**config.mk**
```make
export PLATFORM = sky130hd
export DESIGN_NAME = instr_fetch_queue_flat
export DESIGN_NICKNAME = d
export VERILOG_FILES = /design/src/rtl/cpu_pkg.sv /design/src/rtl/instr_fetch_queue_if.sv /design/src/rtl/ifq_fifo.sv /design/src/rtl/instr_fetch_queue.sv /design/src/flat_wrapper.sv
export SDC_FILE = /design/constraint.sdc
export NUM_CORES = 1
export LEC_CHECK = 0
export ABC_AREA = 1
export BUFFER_PORTS_ARGS = -buffer_cell sky130_fd_sc_hd__buf_2
export CORE_UTILIZATION = 51
export CTS_CLUSTER_DIAMETER = 120
export DETAILED_ROUTE_END_ITERATION = 7
export PLACE_DENSITY = 0.84
export SYNTH_ARGS = -nofsm -noshare
export SYNTH_HDL_FRONTEND = slang
export SYNTH_SLANG_ARGS = --single-unit
export TNS_END_PERCENT = 50
```
**constraint.sdc**
```tcl
create_clock -name clk_i -period 3.5 [get_ports clk_i]
set_input_delay 0.175 -clock clk_i [delete_from_list [all_inputs] [get_ports clk_i]]
set_output_delay 0.175 -clock clk_i [all_outputs]
set_load 0.02 [all_outputs]
```
**src/rtl/cpu_pkg.sv**
```systemverilog
// Shared CPU front-end types: address/instruction widths and the fetch entry
// record carried from fetch into decode.
package cpu_pkg;

  localparam int ADDR_W  = 32;
  localparam int INSTR_W = 32;

  typedef struct packed {
    logic [ADDR_W-1:0]  pc;
    logic [INSTR_W-1:0] instr;
  } fetch_entry_t;

  // Instruction addresses are word aligned; the low two bits are dropped.
  function automatic logic [ADDR_W-1:0] align_pc(input logic [ADDR_W-1:0] pc);
    return {pc[ADDR_W-1:2], 2'b00};
  endfunction

endpackage

```
**src/rtl/instr_fetch_queue_if.sv**
```systemverilog
// Fetch-queue bus: instruction memory port, redirect input and the decode
// handshake. master = fetch stage, slave = surrounding pipeline / memory.
interface instr_fetch_queue_if #(
  parameter int DEPTH = 4
);
  import cpu_pkg::*;

  localparam int CNT_W = $clog2(DEPTH) + 1;

  logic [ADDR_W-1:0]  imem_addr_o;
  logic [INSTR_W-1:0] imem_data_i;
  logic               redirect_valid_i;
  logic [ADDR_W-1:0]  redirect_pc_i;
  logic               instr_valid_o;
  logic [INSTR_W-1:0] instr_o;
  logic [ADDR_W-1:0]  instr_pc_o;
  logic               instr_ready_i;
  logic [CNT_W-1:0]   count_o;

  modport master (
    output imem_addr_o,
    input  imem_data_i,
    input  redirect_valid_i,
    input  redirect_pc_i,
    output instr_valid_o,
    output instr_o,
    output instr_pc_o,
    input  instr_ready_i,
    output count_o
  );

  modport slave (
    input  imem_addr_o,
    output imem_data_i,
    output redirect_valid_i,
    output redirect_pc_i,
    input  instr_valid_o,
    input  instr_o,
    input  instr_pc_o,
    output instr_ready_i,
    input  count_o
  );

endinterface

```
**src/rtl/ifq_fifo.sv**
```systemverilog
// Generic DEPTH-entry first-word-fall-through FIFO of fetch entries with a
// synchronous flush. The head is read from registered storage through the
// registered read pointer, so outputs never depend on i_deq combinationally.
module ifq_fifo
  import cpu_pkg::*;
#(
  parameter int DEPTH = 4,
  localparam int PTR_W = $clog2(DEPTH),
  localparam int CNT_W = PTR_W + 1
) (
  input  logic             clk_i,
  input  logic             rst_i,
  input  logic             i_flush,
  input  logic             i_enq,
  input  fetch_entry_t     i_data,
  input  logic             i_deq,
  output fetch_entry_t     o_head,
  output logic             o_valid,
  output logic             o_full,
  output logic [CNT_W-1:0] o_count
);

  fetch_entry_t     r_mem [DEPTH];
  logic [PTR_W-1:0] r_rd_ptr;
  logic [PTR_W-1:0] r_wr_ptr;
  logic [CNT_W-1:0] r_count;

  // Entry storage: unreset, a stale write during flush is harmless because
  // the pointers restart at zero.
  always_ff @(posedge clk_i) begin
    if (i_enq) begin
      r_mem[r_wr_ptr] <= i_data;
    end
  end

  // Pointer and occupancy tracking; reset and flush both empty the queue.
  always_ff @(posedge clk_i) begin
    if (rst_i || i_flush) begin
      r_rd_ptr <= '0;
      r_wr_ptr <= '0;
      r_count  <= '0;
    end else begin
      if (i_enq) r_wr_ptr <= r_wr_ptr + PTR_W'(1);
      if (i_deq) r_rd_ptr <= r_rd_ptr + PTR_W'(1);
      case ({i_enq, i_deq})
        2'b10:   r_count <= r_count + CNT_W'(1);
        2'b01:   r_count <= r_count - CNT_W'(1);
        default: r_count <= r_count;
      endcase
    end
  end

  assign o_head  = r_mem[r_rd_ptr];
  assign o_valid = (r_count != '0);
  assign o_full  = (r_count == CNT_W'(DEPTH));
  assign o_count = r_count;

endmodule

```
**src/rtl/instr_fetch_queue.sv**
```systemverilog
// Fetch stage: owns the fetch PC, drives the combinational instruction
// memory and buffers {pc, instr} pairs in an FWFT queue for decode.
// A redirect flushes the queue and reloads the PC (word aligned).
// Optional build macro IFQ_PERF_CNT_EN adds saturating stall/flush counters.
module instr_fetch_queue
  import cpu_pkg::*;
#(
  parameter int               DEPTH    = 4,
  parameter logic [ADDR_W-1:0] RESET_PC = 32'h0000_0000,
  parameter logic [ADDR_W-1:0] PC_STEP  = 32'd4
) (
  input  logic                clk_i,
  input  logic                rst_i,
  instr_fetch_queue_if.master bus
`ifdef IFQ_PERF_CNT_EN
  ,
  output logic [31:0]         stall_cnt_o,
  output logic [15:0]         flush_cnt_o
`endif
);

  localparam int CNT_W = $clog2(DEPTH) + 1;

  logic [ADDR_W-1:0] r_fetch_pc;
  logic              w_deq;
  logic              w_enq;
  logic              w_valid;
  logic              w_full;
  fetch_entry_t      w_head;
  fetch_entry_t      w_wr_entry;
  logic [CNT_W-1:0]  w_count;

  // A full queue still accepts a new word when the head leaves this cycle.
  assign w_deq      = w_valid & bus.instr_ready_i;
  assign w_enq      = ~bus.redirect_valid_i & (~w_full | w_deq);
  assign w_wr_entry = '{pc: r_fetch_pc, instr: bus.imem_data_i};

  ifq_fifo #(
    .DEPTH (DEPTH)
  ) u_fifo (
    .clk_i   (clk_i),
    .rst_i   (rst_i),
    .i_flush (bus.redirect_valid_i),
    .i_enq   (w_enq),
    .i_data  (w_wr_entry),
    .i_deq   (w_deq),
    .o_head  (w_head),
    .o_valid (w_valid),
    .o_full  (w_full),
    .o_count (w_count)
  );

  // Fetch PC: redirect reloads, a successful enqueue steps, otherwise hold.
  always_ff @(posedge clk_i) begin
    if (rst_i) begin
      r_fetch_pc <= RESET_PC;
    end else if (bus.redirect_valid_i) begin
      r_fetch_pc <= align_pc(bus.redirect_pc_i);
    end else if (w_enq) begin
      r_fetch_pc <= r_fetch_pc + PC_STEP;
    end
  end

  assign bus.imem_addr_o   = r_fetch_pc;
  assign bus.instr_valid_o = w_valid;
  assign bus.instr_o       = w_head.instr;
  assign bus.instr_pc_o    = w_head.pc;
  assign bus.count_o       = w_count;

`ifdef IFQ_PERF_CNT_EN
  logic [31:0] r_stall_cnt;
  logic [15:0] r_flush_cnt;

  // Saturating counters: cycles stuck full without a dequeue, and redirects.
  always_ff @(posedge clk_i) begin
    if (rst_i) begin
      r_stall_cnt <= '0;
      r_flush_cnt <= '0;
    end else begin
      if (w_full && !w_deq && (r_stall_cnt != '1)) r_stall_cnt <= r_stall_cnt + 32'd1;
      if (bus.redirect_valid_i && (r_flush_cnt != '1)) r_flush_cnt <= r_flush_cnt + 16'd1;
    end
  end

  assign stall_cnt_o = r_stall_cnt;
  assign flush_cnt_o = r_flush_cnt;
`endif

endmodule

```
**src/flat_wrapper.sv**
```systemverilog
// flat-port wrapper written by rule: the top's interface ports become plain ports
module instr_fetch_queue_flat import cpu_pkg::*;
#(
  parameter int               DEPTH    = 4,
  parameter logic [ADDR_W-1:0] RESET_PC = 32'h0000_0000,
  parameter logic [ADDR_W-1:0] PC_STEP  = 32'd4
)
  (clk_i, rst_i, bus_imem_addr_o, bus_imem_data_i, bus_redirect_valid_i, bus_redirect_pc_i, bus_instr_valid_o, bus_instr_o, bus_instr_pc_o, bus_instr_ready_i, bus_count_o);
  instr_fetch_queue_if #(.DEPTH(DEPTH)) bus_i ();
  input  logic clk_i;
  input  logic rst_i;
  output wire logic [$bits(bus_i.imem_addr_o)-1:0] bus_imem_addr_o;
  input wire logic [$bits(bus_i.imem_data_i)-1:0] bus_imem_data_i;
  input wire logic [$bits(bus_i.redirect_valid_i)-1:0] bus_redirect_valid_i;
  input wire logic [$bits(bus_i.redirect_pc_i)-1:0] bus_redirect_pc_i;
  output wire logic [$bits(bus_i.instr_valid_o)-1:0] bus_instr_valid_o;
  output wire logic [$bits(bus_i.instr_o)-1:0] bus_instr_o;
  output wire logic [$bits(bus_i.instr_pc_o)-1:0] bus_instr_pc_o;
  input wire logic [$bits(bus_i.instr_ready_i)-1:0] bus_instr_ready_i;
  output wire logic [$bits(bus_i.count_o)-1:0] bus_count_o;
  assign bus_imem_addr_o = bus_i.imem_addr_o;
  assign bus_i.imem_data_i = bus_imem_data_i;
  assign bus_i.redirect_valid_i = bus_redirect_valid_i;
  assign bus_i.redirect_pc_i = bus_redirect_pc_i;
  assign bus_instr_valid_o = bus_i.instr_valid_o;
  assign bus_instr_o = bus_i.instr_o;
  assign bus_instr_pc_o = bus_i.instr_pc_o;
  assign bus_i.instr_ready_i = bus_instr_ready_i;
  assign bus_count_o = bus_i.count_o;
  instr_fetch_queue #(.DEPTH(DEPTH), .RESET_PC(RESET_PC), .PC_STEP(PC_STEP)) u_core (.clk_i(clk_i), .rst_i(rst_i), .bus(bus_i));
endmodule
```
==> impl_metrics.csv <==
group,metric,value,unit
sta,rsz0062_at_grt,"no",
power,ir_drop,0.000300,V
floorplanning,fp.dieH,153,um
power,internal_power,5.91,mW
placed_design,place_ws,1.11,ns
status,status,"finished, final reports clean",
sta,worst_slew_pin_slew,1.16,ns
placed_design,gp_congestion,0.849,
global_routing,antenna_found_initial,0,
setup_path,ff2ff_setup_slack,1.23,ns
route,wl,26.3,mm
finish,post-route-cell-area,0.0143,mm2
clock_tree,ctsHtreeMaxLevel,1,
yosys,synth_area_per_cell,11.6,um2
hold_path,min_from,"bus_redirect_pc_i[5]",
floorplanning,core,0.0226,mm2
sta,drv_slew,0,
finish,utilization,63.2,%
setup_path,worstSetupEndpointType,"output pin",
finish,final_cell_mix,"edfxtp_1 (248), buf_2 (161), nor2_1 (157), o21ai_0 (146), nand2_1 (107)",
clock_tree,cts_tree,"yes",
clock_tree,clk_latency,0.54,ns
setup_path,crit_family,"buffers and inverters",
placed_design,dp_hpwl,14.8,mm
global_routing,grt_usage,21.8,%
clock_tree,numCtsBuffers,29,
floorplanning,io-pin-count,168,
route,drc_errors,0,
setup_path,r2r_start,"u_core.u_fifo.o_count[0]",
power,swShare,22.2,%
clock_tree,cts_root_buf,"clkbuf_16",
placed_design,placed_area,0.0128,mm2
setup_path,max_stage_delay,0.86,ns
yosys,synth.distinct_cells,32,
power,combPwrFrac,7.7,%
route,wl_met2,13.0,mm
setup_path,crit_type,"reg -> out",
setup_path,cp-start-kind,"register",
yosys,postSynthCellCount,1010,
power,clkPwrFrac,40.6,%
placed_design,port_buffers,161,
floorplanning,rows,55,
route,viasPerCell,5.51,
power,power_density,533,mW/mm2
sta,finalSetupTns,0,ns
setup_path,cp_max_fo,118,
sta,min_period,3.02,ns
yosys,netlist_area,0.0117,mm2
sta,fin_crit_sh,86.4,%
route,ant_nets,0,
sta,layout_setup_ws,0.476,ns
clock_tree,clk_pin_slew,0.06,ns
power,power_frac_seq,51.8,%
hold_path,hold_end,"u_core.bus.imem_addr_o[5]",
finish,syn_to_final_growth,21.9,%
hold_path,hold_class,"in -> reg",
clock_tree,clk_path_buf_depth,3,
setup_path,crit_chain,"clkinv_2, buf_4, o21ai_0, o22ai_1, buf_2",
global_routing,gr-total-overflow,0,
sta,slew_headroom,22.4,%
yosys,synth_seq_area_share,70.4,%
finish,final_layout_size_suffix_gt1_share,20.4,%
setup_path,reg2reg_depth,5,
setup_path,worstPathRequired,3.32,ns
finish,fillerInstances,1624,
power,power_switching,1.69,mW
finish,nets,1286,
setup_path,arrival,2.85,ns
floorplanning,initial_core_util,51.8,%
route,drt_pass1_iterations,5,
run,cap_violations,0,
finish,diodes,0,
power,p_total,7.59,mW
finish,mostFrequentLayoutCell,"edfxtp_1",
global_routing,grt_pass1_wl,40.4,mm
yosys,ys_top_cells_by_area,"edfxtp_1 (64%), dfxtp_1 (6.7%), o21ai_0 (6.2%)",
route,first_iter_violations,642,
hold_path,hold_path_depth,5,
global_routing,grt_start_max_net_pins,119,
floorplanning,die_w,153,um
clock_tree,post_cts_buffers,0,
clock_tree,clock-sinks,287,
setup_path,slowest_stage,"buf_4",
yosys,synth-warning-count,0,
setup_path,cp_num_buf_inv,3,
route,met1_length,10.7,mm
sta,fin_worst_skew,0.0160,ns
route,detail_route.wl_per_cell,17.3,um
yosys,synth_top_area_share,63.7,%
yosys,synth_seq_cells,287,
sta,setup_viol,0,
route,dr_total_vias,8381,
setup_path,rr_endpoint,"u_core.u_fifo.r_mem[1][5]",
sta,finalHoldViolCount,0,
global_routing,grt_pass1_vias,8009,
route,highest_layer,"met4",
route,dr_wl_met3,2.08,mm
sta,max_freq,331,MHz
power,leakage,5.27,nW
floorplanning,dieArea,0.0235,mm2
yosys,synth_top_area_cell,"edfxtp_1",
[Yosys cell counts]
cell type	count
nand2_1	107
inv_1	59
a31oi_1	4
or2_2	2
buf_6	1
conb_1	1
xor2_1	8
edfxtp_1	248
o22ai_1	62
buf_2	11
dfxtp_1	39
buf_4	7
a22o_1	6
nand4_1	1
fa_1	1
o21ai_1	7
nor2_4	6
nor2_1	161
o21a_1	2
inv_2	4
o21bai_1	2
a21oi_2	2
a21oi_1	32
nand3b_1	1
o21ai_0	146
nand3_2	1
xnor2_1	3
nor2_2	5
nand2_2	8
ha_1	5
nand3_1	33
clkbuf_1	35
[metrics by stage]
| stage | cells | hold slack (ns) |
|---|---|---|
| 3_3_place_gp | 1414 | 0.385 |
| 2_1_floorplan | 1013 | 0.274 |
| 6_report | 1520 | 0.0324 |
| 4_1_cts | 1520 | 0.00660 |
| 5_1_grt | 1520 | 0.0375 |
| 3_5_place_dp | 1414 | 0.391 |
[power by group through the flow]
| stage | sequential [mW] | combinational [mW] | clock (mW) |
|---|---|---|---|
| after global placement | 3.99 | 0.521 | 0 |
| after CTS | 3.93 | 0.581 | 3.12 |
| after detailed placement | 4.00 | 0.533 | 0 |
| after global routing | 3.94 | 0.630 | 3.24 |
| final | 3.93 | 0.583 | 3.08 |
| after floorplan | 4.00 | 0.303 | 0 |
[final cells by class]
type,count,area [um2],share of cell area (%)
sequential,287,8230,57.7
multi-input combinational,609,3020,21.2
timing repair buffer,222,1440,10.1
clock inverter,12,143,1.00
clock buffer,42,825,5.78
inverter,63,238,1.67
tap,285,357,2.50
[how the worst max path moves through the flow]
stage                                   startpoint                        end  slack, ns  cells past startpoint
final                                     register         bus_instr_pc_o[13]       0.48                      5
after global routing                      register         bus_instr_pc_o[13]       0.33                      5
after CTS                                 register         bus_instr_pc_o[13]       0.53                      5
after detailed placement                  register         bus_instr_pc_o[13]       1.11                      5
after global placement                    register         bus_instr_pc_o[18]       1.20                      5
after floorplan           u_core.u_fifo.o_count[0]  u_core.u_fifo.r_mem[0][0]      -0.44                      4
[state kept, by name, summed over array words and instances (netlist names), named ones only]
| register | flops |
|---|---|
| u_core.u_fifo.r_rd_ptr | 2 |
| u_core.bus.imem_addr_o | 30 |
| u_core.u_fifo.r_wr_ptr | 2 |
| u_core.u_fifo.o_count | 3 |
| u_core.u_fifo.r_mem | 248 |
[worst reg2reg max path, cell delays in order, from the launching register on]
cell and delay, ns:
dfxtp_1 0.39, nor2_1 0.09, nand2_2 0.17, nand2_2 0.26, nor2_4 0.66, buf_4 0.38
[cell families (layout without fill, tap and decap cells)]
logic type	after synthesis	in the layout	synth area share, %
AND/OR/NAND/NOR	325	325	11.6
adder cells (fa/ha/maj)	6	6	0.706
XOR/XNOR	11	11	0.824
AO/OA/AOI/OAI	263	263	12.3
buffers and inverters	117	339	4.16
flip-flops	287	287	70.4
other	1	4	0.0321
[timing repair]
item,CTS,global route
resized for setup,0,0
endpoints found under the setup margin,0,0
hold buffers,52,0
endpoints found under the hold margin,148,0
[routing by layer]
layer  track usage (%)  vias to the layer above
met3              3.35                       39
li1                  -                     3983
met4              6.81                        0
met1              27.9                     3977
met2              38.2                      382
met5                 0                        -
Power figures use the tool's default switching activity.
